## config.mk

```make
export PLATFORM = sky130hd
export DESIGN_NAME = lwe_vector_engine
export DESIGN_NICKNAME = d
export VERILOG_FILES = /design/src/rtl/lwe_vector_engine.sv
export SDC_FILE = /design/constraint.sdc
export NUM_CORES = 1
export LEC_CHECK = 0
export ABC_AREA = 1
export CAP_MARGIN = 10
export CORE_MARGIN = 3
export CORE_UTILIZATION = 48
export DETAILED_ROUTE_END_ITERATION = 7
export GPL_TIMING_DRIVEN = 0
export PLACE_DENSITY = 0.69
export SYNTH_ARGS = -nofsm -noshare
export SYNTH_HDL_FRONTEND = slang
export SYNTH_SLANG_ARGS = --single-unit
```

## constraint.sdc

```tcl
create_clock -name clk -period 9.9 [get_ports clk]
set_input_delay 1.98 -clock clk [delete_from_list [all_inputs] [get_ports clk]]
set_output_delay 1.98 -clock clk [all_outputs]
set_load 0.02 [all_outputs]
```

## src/rtl/lwe_vector_engine.sv

```systemverilog
// lwe_vector_engine: multi-lane LWE ciphertext engine.
// Streams ciphertext vectors LANES entries per beat. Each command runs one of:
//   ADD (elementwise x+y mod q), SUB (elementwise x-y mod q),
//   DEC (b - sum a_j*s_j mod q, then round to a PW-bit plaintext).
// Ports:
//   clk, rst        clock, asynchronous active-high reset
//   start, mode     command strobe (sampled in IDLE) and operation select
//   clear           synchronous abort back to IDLE
//   busy, err       engine active; one-cycle pulse for reserved mode
//   in_valid/ready  operand beat handshake, in_x / in_y lane payloads
//   out_valid/ready result beat handshake, out_data payload, out_last marker
module lwe_vector_engine #(
  parameter int unsigned PLAINTEXT_WIDTH  = 6,
  parameter int unsigned CIPHERTEXT_WIDTH = 10,
  parameter int unsigned DIMENSION        = 10,
  parameter int unsigned LANES            = 4
) (
  input  logic                                clk,
  input  logic                                rst,
  input  logic                                start,
  input  logic [1:0]                          mode,
  input  logic                                clear,
  output logic                                busy,
  output logic                                err,
  input  logic                                in_valid,
  output logic                                in_ready,
  input  logic [LANES*CIPHERTEXT_WIDTH-1:0]   in_x,
  input  logic [LANES*CIPHERTEXT_WIDTH-1:0]   in_y,
  output logic                                out_valid,
  input  logic                                out_ready,
  output logic [LANES*CIPHERTEXT_WIDTH-1:0]   out_data,
  output logic                                out_last
);

  localparam int unsigned CW      = CIPHERTEXT_WIDTH;
  localparam int unsigned PW      = PLAINTEXT_WIDTH;
  localparam int unsigned DW      = LANES * CW;
  localparam int unsigned ENTRIES = DIMENSION + 1;
  localparam int unsigned BEATS   = (ENTRIES + LANES - 1) / LANES;
  localparam int unsigned CNT_W   = (BEATS > 1) ? $clog2(BEATS) + 1 : 1;
  localparam int unsigned IDX_W   = $clog2(BEATS * LANES) + 1;
  localparam int unsigned SHIFT   = CW - PW;
  localparam logic [CW-1:0] ROUND = CW'(1) << (SHIFT - 1);

  localparam logic [1:0] MODE_ADD = 2'd0;
  localparam logic [1:0] MODE_SUB = 2'd1;
  localparam logic [1:0] MODE_DEC = 2'd2;
  localparam logic [1:0] MODE_RSV = 2'd3;

  localparam logic [1:0] S_IDLE   = 2'd0;
  localparam logic [1:0] S_RUN    = 2'd1;
  localparam logic [1:0] S_DECODE = 2'd2;
  localparam logic [1:0] S_FLUSH  = 2'd3;

  logic [1:0]       state, state_nxt;
  logic [1:0]       mode_q, mode_nxt;
  logic [CNT_W-1:0] cnt, cnt_nxt;
  logic [CW-1:0]    acc, acc_nxt;
  logic             err_nxt, ov_nxt, ol_nxt;
  logic [DW-1:0]    od_nxt;

  logic [CW-1:0]    lane_x    [LANES];
  logic [CW-1:0]    lane_y    [LANES];
  logic [CW-1:0]    lane_prod [LANES];
  logic [CW-1:0]    lane_term [LANES];
  logic [IDX_W-1:0] lane_idx  [LANES];
  logic [DW-1:0]    res_bus;
  logic [CW-1:0]    beat_sum;
  logic [CW-1:0]    rounded;
  logic [PW-1:0]    plain;
  logic             fire, last_beat;

  assign busy      = (state != S_IDLE);
  assign in_ready  = (state == S_RUN) && (!out_valid || out_ready);
  assign fire      = in_valid && in_ready;
  assign last_beat = (cnt == CNT_W'(BEATS - 1));

  // Round-to-nearest decode: add half a plaintext step, keep the top PW bits.
  assign rounded = acc + ROUND;
  assign plain   = rounded[CW-1:SHIFT];

  // Per-lane datapath; lanes past entry n are padding and contribute nothing.
  always_comb begin
    res_bus  = '0;
    beat_sum = '0;
    for (int unsigned i = 0; i < LANES; i++) begin
      lane_x[i]    = in_x[i*CW +: CW];
      lane_y[i]    = in_y[i*CW +: CW];
      lane_idx[i]  = IDX_W'(cnt) * IDX_W'(LANES) + IDX_W'(i);
      lane_prod[i] = lane_x[i] * lane_y[i];
      lane_term[i] = '0;
      if (lane_idx[i] <= IDX_W'(DIMENSION)) begin
        res_bus[i*CW +: CW] = (mode_q == MODE_SUB) ? (lane_x[i] - lane_y[i])
                                                   : (lane_x[i] + lane_y[i]);
        // Entry 0 is b (key lane ignored); entries 1..n subtract a_j*s_j.
        lane_term[i] = (lane_idx[i] == '0) ? lane_x[i] : (CW'(0) - lane_prod[i]);
      end
      beat_sum = beat_sum + lane_term[i];
    end
  end

  // Next-state and datapath update.
  always_comb begin
    state_nxt = state;
    mode_nxt  = mode_q;
    cnt_nxt   = cnt;
    acc_nxt   = acc;
    err_nxt   = 1'b0;
    ov_nxt    = out_valid;
    ol_nxt    = out_last;
    od_nxt    = out_data;

    if (out_valid && out_ready) begin
      ov_nxt = 1'b0;
      ol_nxt = 1'b0;
    end

    case (state)
      S_IDLE: begin
        if (start) begin
          if (mode == MODE_RSV) begin
            err_nxt = 1'b1;
          end else begin
            mode_nxt  = mode;
            cnt_nxt   = '0;
            acc_nxt   = '0;
            state_nxt = S_RUN;
          end
        end
      end
      S_RUN: begin
        if (fire) begin
          cnt_nxt = cnt + CNT_W'(1);
          if (mode_q == MODE_DEC) begin
            acc_nxt = acc + beat_sum;
          end else begin
            od_nxt = res_bus;
            ov_nxt = 1'b1;
            ol_nxt = last_beat;
          end
          if (last_beat) begin
            state_nxt = (mode_q == MODE_DEC) ? S_DECODE : S_FLUSH;
          end
        end
      end
      S_DECODE: begin
        od_nxt    = DW'(plain);
        ov_nxt    = 1'b1;
        ol_nxt    = 1'b1;
        state_nxt = S_FLUSH;
      end
      S_FLUSH: begin
        if (out_valid && out_ready) begin
          state_nxt = S_IDLE;
        end
      end
      default: state_nxt = S_IDLE;
    endcase

    // Abort wins over any command or transfer in the same cycle.
    if (clear) begin
      state_nxt = S_IDLE;
      cnt_nxt   = '0;
      acc_nxt   = '0;
      err_nxt   = 1'b0;
      ov_nxt    = 1'b0;
      ol_nxt    = 1'b0;
    end
  end

  // State register.
  always_ff @(posedge clk or posedge rst) begin
    if (rst) begin
      state <= S_IDLE;
    end else begin
      state <= state_nxt;
    end
  end

  // Datapath and output registers.
  always_ff @(posedge clk or posedge rst) begin
    if (rst) begin
      mode_q    <= MODE_ADD;
      cnt       <= '0;
      acc       <= '0;
      err       <= 1'b0;
      out_valid <= 1'b0;
      out_last  <= 1'b0;
      out_data  <= '0;
    end else begin
      mode_q    <= mode_nxt;
      cnt       <= cnt_nxt;
      acc       <= acc_nxt;
      err       <= err_nxt;
      out_valid <= ov_nxt;
      out_last  <= ol_nxt;
      out_data  <= od_nxt;
    end
  end

endmodule

```

# Word level (Yosys, flattened, before mapping)
# Index checks and enable logic that the tools add are counted.
# op_classes
reduce_logical	18
n_mux	52
multipliers	4
addsub	21
order_cmp	4
bitwise	1
eq_ne	15
# op_table
operator	count
$mux 10	21
$add 10x10->10	8
$mux 40	2
$pmux 40 s2	1
$mul 10x10->10	4
$sub 1x10->10 const A	4
$sub 10x10->10	4
$le 5x4->1 const B	4
$logic_not 5->1	4
$pmux 10 s2	1
$ne 3x3->1 const B	5
$mux 1	13
$mux 2	6
$mux 3	4
$add 10x4->10 const B	1
$add 5x2->5 const B	2
$reduce_and 5->1	2
$eq 2x2->1 const B	4
$pmux 2 s4	1
$pmux 3 s2	1
$reduce_and 3->1	2
$add 5x1->5 const B	1
$eq 2x1->1 const B	2
$ne 2x2->1 const B	2
other kinds (12)	16
# word_totals
output_inout_bits	45
regBits	60
inputBits	88

# Longest topological paths before layout
# depth
ltp_word	12
mapped_depth	38
depth_no_buf	37

# Worst setup path before layout
# No wires, ideal clock.
# synth_timing
path_type	input to register
start	in in_y[21]
end	reg acc[9]
stages	32
t_required_ns	9.782
path_slack_ns	1.422
arrival_time_ns	8.360
path_cell_list	clkbuf_1 nand2_1 inv_1 fa_1 inv_1 fa_1 inv_1 ha_1 inv_1 fa_1 inv_1 fa_1 inv_1 ha_1 inv_1 nor2_1 nor2_1 o21bai_1 o21ai_0 a21oi_1 fa_1 fa_1 fa_1 ha_1 inv_1 o311ai_0 xnor2_1 nand3b_1 nand2_1 nand3_1 nand3_1 nand2_1
# synth_via
elab_chain_len	11
# synth_lines
element	line_no	source
start, declared	28	input logic [LANES*CIPHERTEXT_WIDTH-1:0] in_y,
$mul 10x10->10	90	lane_prod[i] = lane_x[i] * lane_y[i];
$sub 1x10->10	96	lane_term[i] = (lane_idx[i] == '0) ? lane_x[i] : (CW'(0) - lane_prod[i]);
$mux 10	96	
$mux 10	92	if (lane_idx[i] <= IDX_W'(DIMENSION)) begin
$add 10x10->10 (2 in a row)	98	beat_sum = beat_sum + lane_term[i];
$add 10x10->10	135	acc_nxt = acc + beat_sum;
$mux 10	134	if (mode_q == MODE_DEC) begin
$mux 10	132	if (fire) begin
$pmux 10 s2	118	case (state)
$mux 10	161	if (clear) begin
end signal, assigned	193	acc <= acc_nxt;
end, declared	58	logic [CW-1:0] acc, acc_nxt;
# No other way between the ends. The select of a mux whose other input is x is not followed.
# A chain may end at the register's enable or synchronous reset.

# Final worst setup path
# Ends and elaborated chain as after synthesis.

==> reports/metrics.csv <==
metric,value,unit
status,"complete, no violations",
die-width,173,microns
min_period,9.27,ns
wl,36.1,mm
core_area,27300,sq um
overflow,0,
insertion_delay,0.36,ns
cp-start-kind,input port,
drive_gt1_frac,0.0329,
track_usage,0.243,
hold_depth,2,
setup_viol,0,
clock_sinks,60,
cts_tree,built,
yosys.area.top_type_share,0.187,
fin_area,15500,sq um
hold_ws,0.499,ns
htree_levels,3,
synthArstFlopShare,1.00,
setup.worst_path.start,in_y[21],
place_ws,0.256,ns
start_util,0.494,
worst_hold_path_type,reg -> reg,
relSlewSlack,0.163,
crit_path_max_incr_delay,0.54,ns
first_pass_iters,5,
skew,0.0114,ns
cts_root_buf,clkbuf_16,
grt_pass1_vias,12500,
path_max_fanout,10,
rsz0062_at_grt,no,
placed_cell_area,15100,sq um
drc,0,
worstSetupEndpoint,acc[9],
synth_cell_type_count,43,
nets,2490,
cts.path.max_buffers,2,
timing.rr.end,acc[9],
synth_top_cell_by_area,fa_1,
r2r_start,cnt[0],
maxCapViolCount,0,
reg2reg_slack,4.89,ns
die_y,173,microns
rows,60,
numCtsBuffers,9,
io_buffers,117,
grt_pass1_wl,60.2,mm
pin_count,133,
area_growth,14.8,%
syn_inst,1961,
synth_area_per_cell,6.87,sq um
viasPerCell,5.00,
ys.flop_type,dfrtp_1,
path_clk_slew,0.06,ns
cp_common_cell,inv_1,
yosysWarningCount,0,
dr.first_iter.drc_count,680,
synth.most_common_cell,inv_1,
fin_ws,0.628,ns
finalMaxSlewViolations,0,
ys_ff_latch,60,
max_freq,0.108,GHz
required,10.15,ns
fin_setup_tns,0,ns
antenna_left,0,
grt_max_degree,40,
ys_seq_area_frac,0.112,
dp_hpwl,29.2,mm
worstMarginPinSlew,1.25,ns
synthesis.nets,2361,
synth_commonest_cells,"inv_1, nand2_1, ha_1",
syn_area,13500,sq um
worstRegToRegCells,24,
path_class,in -> reg,
finalHoldViolCount,0,
layout_worst_path_cycle_share,0.937,
end_kind,flip-flop,
arrival,9.52,ns
die-area,30100,sq um
synth_area_leaders,"fa_1, ha_1, inv_1",
antenna_found_initial,0,
critical_path.slowest_cell,fa_1,
holdBufCountCts,0,
gp_congestion,0.899,
detailroute.via_count,12300,
synth_edf_count,0,
wire_per_inst,14.6,microns
[worst max-delay path: cells and delay by family]
family / cells / cell delay (ns)
adders and majority gates: 10 / 4.48
buffers and inverters: 11 / 1.25
AOI/OAI and AO/OA: 4 / 0.86
and+or+nand+nor: 8 / 0.73
xor gates and xnor gates: 1 / 0.20
[cell families (layout without fill, tap and decap cells)]
kind of cell	after synthesis	after routing	share of synthesized area
and+or+nand+nor	732	732	0.222
buffers and inverters	564	698	0.164
adders and majority gates	312	312	0.360
AOI/OAI and AO/OA	206	206	0.0847
xor gates and xnor gates	85	85	0.0553
DFF	60	60	0.112
muxes	2	2	0.00167
other	0	1	0
[metrics by stage]
stage               utilization  cells
floorplan                     -   1961
global placement          0.554   2450
detailed placement        0.555   2451
CTS                       0.567   2467
global route              0.567   2467
finish                    0.567   2468
[layer usage]
layer,global-route usage,wire length (microns)
met2,0.405,16700
met1,0.337,17000
met5,0,0
met4,0.0571,648
met3,0.0311,1710
[final cells by class]
type,instances,area [sq um]
clock inverters,7,100
fillers,2621,11800
clock buffers,9,225
plain buffers,54,299
well taps,372,465
inverters,510,1910
flip-flops and latches,60,1500
repair buffers,118,1190
diodes,1,2.50
multi-input cells,1337,9750
[worst min path at each step]
stage | startpoint | to | slack, ns
global route | acc[9] | acc[9] | 0.54
floorplan | acc[9] | acc[9] | 0.45
detailed placement | acc[9] | acc[9] | 0.48
CTS | acc[9] | acc[9] | 0.49
finish | acc[9] | acc[9] | 0.50
global placement | acc[9] | acc[9] | 0.47
[cell usage in the layout (no fill, tap or decap), types with 15 or more instances in the layout]
cell / synthesis / layout
nor2_1: 133 / 133
ha_1: 186 / 186
a21oi_1: 68 / 68
clkdlybuf4s50_1: 0 / 117
o21ai_0: 86 / 86
fa_1: 126 / 126
nand3_1: 92 / 92
dfrtp_1: 60 / 60
xnor2_1: 32 / 32
nor3_1: 15 / 15
inv_1: 508 / 507
nand2_1: 456 / 456
xor2_1: 53 / 53
clkbuf_1: 25 / 23
[registers in the layout, summed over array words and instances (netlist names)]
| signal | count |
|---|---|
| cnt | 3 |
| out_data | 40 |
| err | 1 |
| state | 2 |
| mode_q | 2 |
| out_last | 1 |
| out_valid | 1 |
| acc | 10 |
[repair_timing]
| item | CTS | global route |
|---|---|---|
| resized for setup | 0 | 4 |
| setup buffers | 0 | 0 |
| setup endpoints to repair | 0 | 1 |
Power is left out: the tool's default activity adds up to more than one toggle a clock period on the data nets, which glitch-free logic cannot reach.
